[config.mk]
export PLATFORM = sky130hd
export DESIGN_NAME = clk_pll_emu
export DESIGN_NICKNAME = d
export VERILOG_FILES = /design/src/rtl/clk_pll_emu.sv
export SDC_FILE = /design/constraint.sdc
export NUM_CORES = 1
export LEC_CHECK = 0
export CORE_UTILIZATION = 35
export DETAILED_ROUTE_END_ITERATION = 16
export GPL_ROUTABILITY_DRIVEN = 0
export MAX_ROUTING_LAYER = met4
export SYNTH_ARGS = -nofsm -noshare
export SYNTH_HDL_FRONTEND = slang
export SYNTH_SLANG_ARGS = --single-unit
[constraint.sdc]
create_clock -name clk_i -period 9.85 [get_ports clk_i]
set_clock_uncertainty 0.1 [all_clocks]
set_input_delay 1.97 -clock clk_i [delete_from_list [all_inputs] [get_ports clk_i]]
set_output_delay 1.97 -clock clk_i [all_outputs]
set_load 0.02 [all_outputs]
[src/rtl/clk_pll_emu.sv]
// clk_pll_emu
// Clock-generation emulator. From the single reference clock clk_i it derives
// NumPlls programmable divided clocks (clk_pll_o), half-rate debug copies of
// them (dbg_pll_o), per-channel lock flags (lock_o) and a fixed real-time
// clock (rt_clk_o). Ratio changes use a valid/ready request; a channel only
// switches ratio at the end of a high phase, so no runt pulses are produced.
//
// Ports:
//   clk_i        reference clock
//   rst_i        asynchronous active-high reset
//   cfg_valid_i  ratio-change request valid
//   cfg_ready_o  request accepted when valid && ready (combinational on cfg_idx_i)
//   cfg_idx_i    target channel
//   cfg_div_i    new ratio D (0 parks the channel low)
//   cfg_err_o    one-cycle pulse after an accepted request to a non-existent channel
//   clk_pll_o    divided clocks, period 2*D
//   dbg_pll_o    half-rate copies, period 4*D
//   lock_o       per-channel lock
//   rt_clk_o     fixed real-time clock, period 2*RtDiv
module clk_pll_emu #(
  parameter int NumPlls    = 3,
  parameter int DivWidth   = 8,
  parameter int DefaultDiv = 1,
  parameter int LockCycles = 16,
  parameter int RtDiv      = 16,
  parameter int IdxWidth   = (NumPlls > 1) ? $clog2(NumPlls) : 1
) (
  input  logic                clk_i,
  input  logic                rst_i,
  input  logic                cfg_valid_i,
  output logic                cfg_ready_o,
  input  logic [IdxWidth-1:0] cfg_idx_i,
  input  logic [DivWidth-1:0] cfg_div_i,
  output logic                cfg_err_o,
  output logic [NumPlls-1:0]  clk_pll_o,
  output logic [NumPlls-1:0]  dbg_pll_o,
  output logic [NumPlls-1:0]  lock_o,
  output logic                rt_clk_o
);

  localparam int LcntWidth = (LockCycles > 0) ? $clog2(LockCycles + 1) : 1;
  localparam int RtWidth   = (RtDiv > 1) ? $clog2(RtDiv) : 1;
  localparam logic [LcntWidth-1:0] LockLast = LcntWidth'(LockCycles - 1);
  localparam logic [RtWidth-1:0]   RtLast   = RtWidth'(RtDiv - 1);

  typedef enum logic [1:0] {
    ST_LOCKING = 2'd0,
    ST_LOCKED  = 2'd1,
    ST_SWITCH  = 2'd2
  } pll_state_e;

  logic [NumPlls-1:0] sw_s;    // channel is in SWITCH
  logic [NumPlls-1:0] hit_s;   // accepted request targets this channel
  logic               idx_bad_s;
  logic               ready_s;
  logic               err_r;
  logic [RtWidth-1:0] rt_cnt_r;
  logic               rt_r;

  assign idx_bad_s = (32'(cfg_idx_i) >= 32'(NumPlls));

  // Ready is low only while the addressed channel is mid-switch.
  always_comb begin
    ready_s = 1'b1;
    for (int i = 0; i < NumPlls; i++) begin
      ready_s = ready_s & ~((cfg_idx_i == IdxWidth'(i)) & sw_s[i]);
    end
  end

  assign cfg_ready_o = ready_s;

  // Error pulse for an accepted request to a channel that does not exist.
  always_ff @(posedge clk_i or posedge rst_i) begin
    if (rst_i) begin
      err_r <= 1'b0;
    end else begin
      err_r <= cfg_valid_i & ready_s & idx_bad_s;
    end
  end

  assign cfg_err_o = err_r;

  // Free-running real-time clock divider, independent of cfg traffic.
  always_ff @(posedge clk_i or posedge rst_i) begin
    if (rst_i) begin
      rt_cnt_r <= RtWidth'(0);
      rt_r     <= 1'b0;
    end else if (rt_cnt_r == RtLast) begin
      rt_cnt_r <= RtWidth'(0);
      rt_r     <= ~rt_r;
    end else begin
      rt_cnt_r <= rt_cnt_r + RtWidth'(1);
      rt_r     <= rt_r;
    end
  end

  assign rt_clk_o = rt_r;

  for (genvar g = 0; g < NumPlls; g++) begin : g_ch
    logic [DivWidth-1:0]  div_r;
    logic [DivWidth-1:0]  pend_r;
    logic [DivWidth-1:0]  cnt_r;
    logic [LcntWidth-1:0] lcnt_r;
    logic                 out_r;
    logic                 dbg_r;
    logic                 lock_r;
    pll_state_e           state_r;
    logic                 term_s;
    logic                 exit_s;

    assign term_s = (div_r != DivWidth'(0)) && (cnt_r == (div_r - DivWidth'(1)));
    // Leave SWITCH only at the end of a high phase, or at once if parked low.
    assign exit_s = (state_r == ST_SWITCH) &&
                    ((out_r && term_s) || (!out_r && (div_r == DivWidth'(0))));
    assign sw_s[g]  = (state_r == ST_SWITCH);
    assign hit_s[g] = cfg_valid_i && (cfg_idx_i == IdxWidth'(g)) && (state_r != ST_SWITCH);

    // Channel divider, lock FSM and ratio-switch handshake.
    always_ff @(posedge clk_i or posedge rst_i) begin
      if (rst_i) begin
        div_r   <= DivWidth'(DefaultDiv);
        pend_r  <= DivWidth'(DefaultDiv);
        cnt_r   <= DivWidth'(0);
        lcnt_r  <= LcntWidth'(0);
        out_r   <= 1'b0;
        dbg_r   <= 1'b0;
        lock_r  <= 1'b0;
        state_r <= ST_LOCKING;
      end else if (exit_s) begin
        out_r   <= 1'b0;
        div_r   <= pend_r;
        cnt_r   <= DivWidth'(0);
        lcnt_r  <= LcntWidth'(0);
        lock_r  <= 1'b0;
        state_r <= ST_LOCKING;
      end else begin
        // Divider keeps running at the current ratio, including during SWITCH.
        if (div_r == DivWidth'(0)) begin
          out_r <= 1'b0;
          cnt_r <= DivWidth'(0);
        end else if (term_s) begin
          out_r <= ~out_r;
          cnt_r <= DivWidth'(0);
          if (!out_r) begin
            dbg_r <= ~dbg_r;
          end else begin
            dbg_r <= dbg_r;
          end
        end else begin
          cnt_r <= cnt_r + DivWidth'(1);
        end

        if (hit_s[g]) begin
          pend_r  <= cfg_div_i;
          state_r <= ST_SWITCH;
          lock_r  <= 1'b0;
        end else begin
          case (state_r)
            ST_LOCKING: begin
              if (lcnt_r == LockLast) begin
                lcnt_r  <= LcntWidth'(0);
                state_r <= ST_LOCKED;
                lock_r  <= 1'b1;
              end else begin
                lcnt_r  <= lcnt_r + LcntWidth'(1);
                lock_r  <= 1'b0;
              end
            end
            ST_LOCKED: begin
              lock_r <= 1'b1;
            end
            ST_SWITCH: begin
              lock_r <= 1'b0;
            end
            default: begin
              state_r <= ST_LOCKING;
              lcnt_r  <= LcntWidth'(0);
              lock_r  <= 1'b0;
            end
          endcase
        end
      end
    end

    assign clk_pll_o[g] = out_r;
    assign dbg_pll_o[g] = dbg_r;
    assign lock_o[g]    = lock_r;
  end

endmodule

==> results.toml, run 1 <==
[detailed_routing]
vias = 4163
ant_nets = 0
drtPass1Iterations = 4
wl_met2_mm = 5.560
viasPerCell = 5.108
drc = 0
top_layer_used = "met4"
wl_met3_um = 219
drt_iter0_drc = 268
drt-met1-wl_mm = 5.544
wl_per_cell_um = 14.13
wirelength_mm = 11.52

[clocking]
cts_buffer_depth = 2
clk_pin_slew_ns = 0.07
cts_tree = "yes"
cts_root_buffer = "clkbuf_16"
ctsResizeCount = 0
cts_max_level = 3
numCtsBuffers = 9
hold_buffers = 0
post_cts_buffers = 0
cts_num_sinks = 108
clock_latency_ns = 0.36

[worst_hold_path]
min_to = "g_ch[2].dbg_r"
hold_path_depth = 1
holdCritPathClass = "register to register"
hp-start = "g_ch[2].dbg_r"

[synth]
syn_area_um2 = 5868
synth_edf_count = 0
netlist_instances = 584
ys.warnings.count = 0
synth_seq_cells = 108
yosysSeqAreaShare_pct = 46.18
ys_async_sr_fraction_pct = 100.0
synthDistinctLibCells = 71
synth_area_per_cell_um2 = 10.05
synth_ff_type = "dfrtp_1"
syn-num-nets = 619

[power]
leakagePower_nw = 2.902
power_frac_clock_pct = 21.7
p_int_mw = 1.086
pwr-share-seq_pct = 43.3
powerDensity_nw_per_um2 = 266.2
combPwrFrac_pct = 35.0
peakVddDrop_uv = 91.01
power_switching_mw = 0.6579
switching_share_pct = 37.72

[critical_path]
reg2reg_from = "g_ch[2].div_r[0]"
crit_path_cell_trace = "clkdlybuf4s50_1 > mux2i_1 > nor2_1 > a31oi_1 > clkdlybuf4s50_1"
cp_slowest_stage_delay_ns = 0.63
startpoint = "cfg_idx_i[1]"
critPathCaptureType = "primary output"
worstPathBufferInverterCount = 2
cp-start-kind = "input pin"
slowest_stage = "clkdlybuf4s50_1"
arrival_ns = 3.55
reg2reg_slack_ns = 6.48
rr_worst_depth = 9
worst_r2r_endpoint = "g_ch[2].div_r[1]"
cpMostUsedCell = "clkdlybuf4s50_1"
cpLargestDelayFamily = "buffers and inverters"
path_class = "input pin to primary output"
cp_max_fo = 5
required_ns = 7.78

[die]
die_y_um = 131.5
start_util_pct = 36.41
die_w_um = 131.5
core_area_um2 = 16120
row_count = 46
die_area_um2 = 17290
ios = 25

[final_layout]
num-nets-final = 629
final_common_cell = "dfrtp_1"
seq_area_um2 = 2710
syn_to_final_growth_pct = 11.64
drive_gt1_share_pct = 12.35
multiInputGateArea_um2 = 2885
layout_common_cells = "dfrtp_1, nor2_1, nand2_1"
finalCoreUtilization_pct = 40.65
num_antenna_cells = 0
nFillCells = 1588

[sta]
finalWorstSetupSlack_ns = 4.234
rsz0062_at_grt = "false"
fmax_mhz = 178.1
worst_slew_margin_rel_pct = 27.55
finalSetupTns_ns = 0
worst_pin_slew_ns = 1.084
hold_violations = 0
report.final.setup_viol = 0
finalMaxSlewViolations = 0
fin_crit_ns = 5.616
post-route-period-util_pct = 57.02
holdWs_ns = 0.3705

[run_status]
outcome = "finished, final reports clean"

[global_routing]
grt_pass1_wl_mm = 19.80
grt_max_degree = 61
grt-ovfl-total = 0
antenna_found_initial = 0
grtUsageTotal_pct = 14.42
grt_pass1_vias = 4067

[placed_design]
portBuffers = 24
dp_hpwl_mm = 8.360
pre_cts_slack_ns = 4.231

[flow_run]
cap_violations = 0
-- cell type report --
type / count / area share (%)
clock buffer: 9 / 3.438
sequential: 108 / 41.37
clock inverter: 7 / 1.261
multi-input combinational: 419 / 44.04
inverter: 28 / 1.642
tap: 216 / 4.125
timing repair buffer: 28 / 4.125
-- synth_stat cells, types with 4 or more instances --
cell type | n | area, um2
o21a_1 | 6 | 45.04
clkbuf_1 | 10 | 37.54
dfrtp_1 | 102 | 2552
or2_2 | 4 | 25.02
xnor2_1 | 23 | 201.4
nand3_1 | 28 | 140.1
ha_1 | 22 | 275.3
nor2_1 | 56 | 210.2
dfstp_2 | 6 | 157.7
a21oi_1 | 15 | 75.07
nor4b_1 | 4 | 35.03
xor2_1 | 30 | 262.8
o21ai_0 | 23 | 115.1
and3_1 | 10 | 62.56
buf_4 | 11 | 82.58
nand2_1 | 55 | 206.5
nor3_1 | 25 | 125.1
a31oi_1 | 9 | 56.30
o22ai_1 | 6 | 37.54
a221o_1 | 4 | 40.04
mux2_2 | 24 | 270.3
nand2b_1 | 6 | 37.54
inv_1 | 28 | 105.1
o22a_1 | 4 | 35.03
-- through the flow --
| stage | total power [mW] | cells | area [um2] |
|---|---|---|---|
| after global placement | 1.342 | 799 | 6243 |
| final | 1.744 | 815 | 6551 |
| after CTS | 1.762 | 815 | 6551 |
| after floorplan | 1.229 | 584 | 5868 |
| after global routing | 1.870 | 815 | 6551 |
| after detailed placement | 1.378 | 799 | 6243 |
-- flip-flops by register name (all words and copies together), names as in the netlist --
| register | count |
|---|---|
| g_ch.dbg_r | 3 |
| g_ch.cnt_r | 24 |
| rt_cnt_r | 4 |
| g_ch.lcnt_r | 15 |
| cfg_err_o | 1 |
| rt_clk_o | 1 |
| g_ch.lock_r | 3 |
| g_ch.div_r | 24 |
| g_ch.state_r | 6 |
| g_ch.pend_r | 24 |
| g_ch.out_r | 3 |
-- cells by family after synthesis --
logic type                 synth area share (%)
buffers and inverters                     4.840
and+or+nand+nor                           20.11
muxes                                     4.947
AOI/OAI and AO/OA                         11.32
adders and majority gates                 4.691
xor gates and xnor gates                  7.910
DFF                                       46.18
-- power groups by stage --
stage / registers, mW / logic [mW] / clock network, mW
after floorplan: 0.705 / 0.524 / 0
after global placement: 0.756 / 0.585 / 0
after detailed placement: 0.763 / 0.615 / 0
after CTS: 0.755 / 0.618 / 0.389
after global routing: 0.780 / 0.687 / 0.403
final: 0.756 / 0.611 / 0.378
-- worst max-delay path by stage --
stage | end | slack (ns) | depth (start not counted)
final | cfg_ready_o | 4.23 | 5
after global routing | cfg_ready_o | 4.13 | 5
after CTS | cfg_ready_o | 4.22 | 5
after detailed placement | cfg_ready_o | 4.23 | 5
after global placement | cfg_ready_o | 4.25 | 5
after floorplan | cfg_err_o | 4.94 | 1
-- metal layers --
layer,global-route usage [%],up-vias
met1,18.26,2057
met3,1.852,12
li1,-,2048
met4,6.008,0
met5,-,-
met2,23.22,46
No activity file was read; power rests on OpenSTA's default activity.
==> run 2: changes to the inputs <==
- clock period: 9.85 -> 5.9 ns (I/O delays scaled with it)
==> results.toml, run 2 (synthesis results as in run 1) <==
[run_status]
outcome = "finished, final reports clean"

[sta]
post-route-period-util_pct = 68.74
rsz0062_at_grt = "false"
holdWs_ns = 0.3753
fmax_mhz = 246.6
finalSetupTns_ns = 0
finalWorstSetupSlack_ns = 1.844
finalMaxSlewViolations = 0
hold_violations = 0
report.final.setup_viol = 0
worst_slew_margin_rel_pct = 28.70
fin_crit_ns = 4.056
worst_pin_slew_ns = 1.067

[die]
start_util_pct = 36.41
die_w_um = 131.5
die_area_um2 = 17290
core_area_um2 = 16120
row_count = 46
die_y_um = 131.5
ios = 25

[critical_path]
cp-start-kind = "input pin"
cp_max_fo = 5
slowest_stage = "clkdlybuf4s50_1"
required_ns = 4.62
crit_path_cell_trace = "clkdlybuf4s50_1 > mux2i_1 > nor2_1 > a31oi_1 > clkdlybuf4s50_1"
critPathCaptureType = "primary output"
cp_slowest_stage_delay_ns = 0.64
arrival_ns = 2.78
cpMostUsedCell = "clkdlybuf4s50_1"
path_class = "input pin to primary output"

[final_layout]
num-nets-final = 630
drive_gt1_share_pct = 12.33
layout_common_cells = "dfrtp_1, nor2_1, nand2_1"
finalCoreUtilization_pct = 40.68
layout.cells.non_filler = 816
stdcell_area_um2 = 6555
reg_top3 = "g_ch.cnt_r x24, g_ch.div_r x24, g_ch.pend_r x24"
final_common_cell = "dfrtp_1"
syn_to_final_growth_pct = 11.71
num_antenna_cells = 0

[placed_design]
dp_hpwl_mm = 8.620
pre_cts_slack_ns = 1.854
portBuffers = 24
placed_cell_area_um2 = 6251
place_inst = 800

[clocking]
cts_tree = "yes"
clk_pin_slew_ns = 0.07
hold_buffers = 0
cts_root_buffer = "clkbuf_16"
ctsResizeCount = 0
cts_num_sinks = 108
clock_latency_ns = 0.35
post_cts_buffers = 0
cts_buffer_depth = 2
cts_max_level = 3
numCtsBuffers = 9

[power]
powerDensity_nw_per_um2 = 444.9
total_power_mw = 2.916
peakVddDrop_uv = 191.8
leakagePower_nw = 2.904

[detailed_routing]
drc = 0
wl_per_cell_um = 14.64
drtPass1Iterations = 4
wl_met2_mm = 5.808
wl_met3_um = 301
vias = 4179
viasPerCell = 5.121
drt_iter0_drc = 243
drt-met1-wl_mm = 5.598
top_layer_used = "met4"
ant_nets = 0
wirelength_mm = 11.95

[global_routing]
grt_max_degree = 71
grt-ovfl-total = 0
grtUsageTotal_pct = 15.27
antenna_found_initial = 0
grt_pass1_wl_mm = 20.82
grt_pass1_vias = 4327

[flow_run]
cap_violations = 0

[worst_hold_path]
holdCritPathClass = "register to register"
-- run 2: path summary, 6_finish.rpt --
check                                     to  cells past startpoint  slack (ns)               from
min reg2reg                g_ch[1].pend_r[0]                      2        0.38  g_ch[1].pend_r[0]
max in group asynchronous   g_ch[1].div_r[0]                      3        3.39              rst_i
min in group asynchronous   g_ch[1].cnt_r[0]                      2        1.27              rst_i
max                              cfg_ready_o                      5        1.84       cfg_idx_i[1]
max reg2reg                 g_ch[2].div_r[1]                      9        2.54   g_ch[2].div_r[0]
min                        g_ch[1].pend_r[0]                      2        0.38  g_ch[1].pend_r[0]
-- run 2: critical path, delay by kind of cell --
kind | cells | cell delay [ns]
and+or+nand+nor | 1 | 0.05
muxes | 1 | 0.21
AOI/OAI and AO/OA | 1 | 0.14
buffers and inverters | 2 | 1.20
-- run 2: final cells by class --
type	count	area [um2]
clock buffers	12	256.5
clock inverters	4	47.55
fillers	1588	9560
inverters	28	107.6
multi-input cells	419	2885
flip-flops and latches	108	2710
well taps	216	270.3
repair buffers	29	277.8
-- run 2: power by group --
group / internal [mW] / switching, mW / leakage [nW]
registers: 0.990 / 0.274 / 1.34
clock network: 0.351 / 0.269 / 0.149
logic: 0.490 / 0.542 / 1.41
-- run 2: per-layer routing --
layer	track usage, %	up-vias
met5	-	-
met3	2.083	17
met2	25.28	41
met1	18.34	2063
li1	-	2058
met4	7.235	0
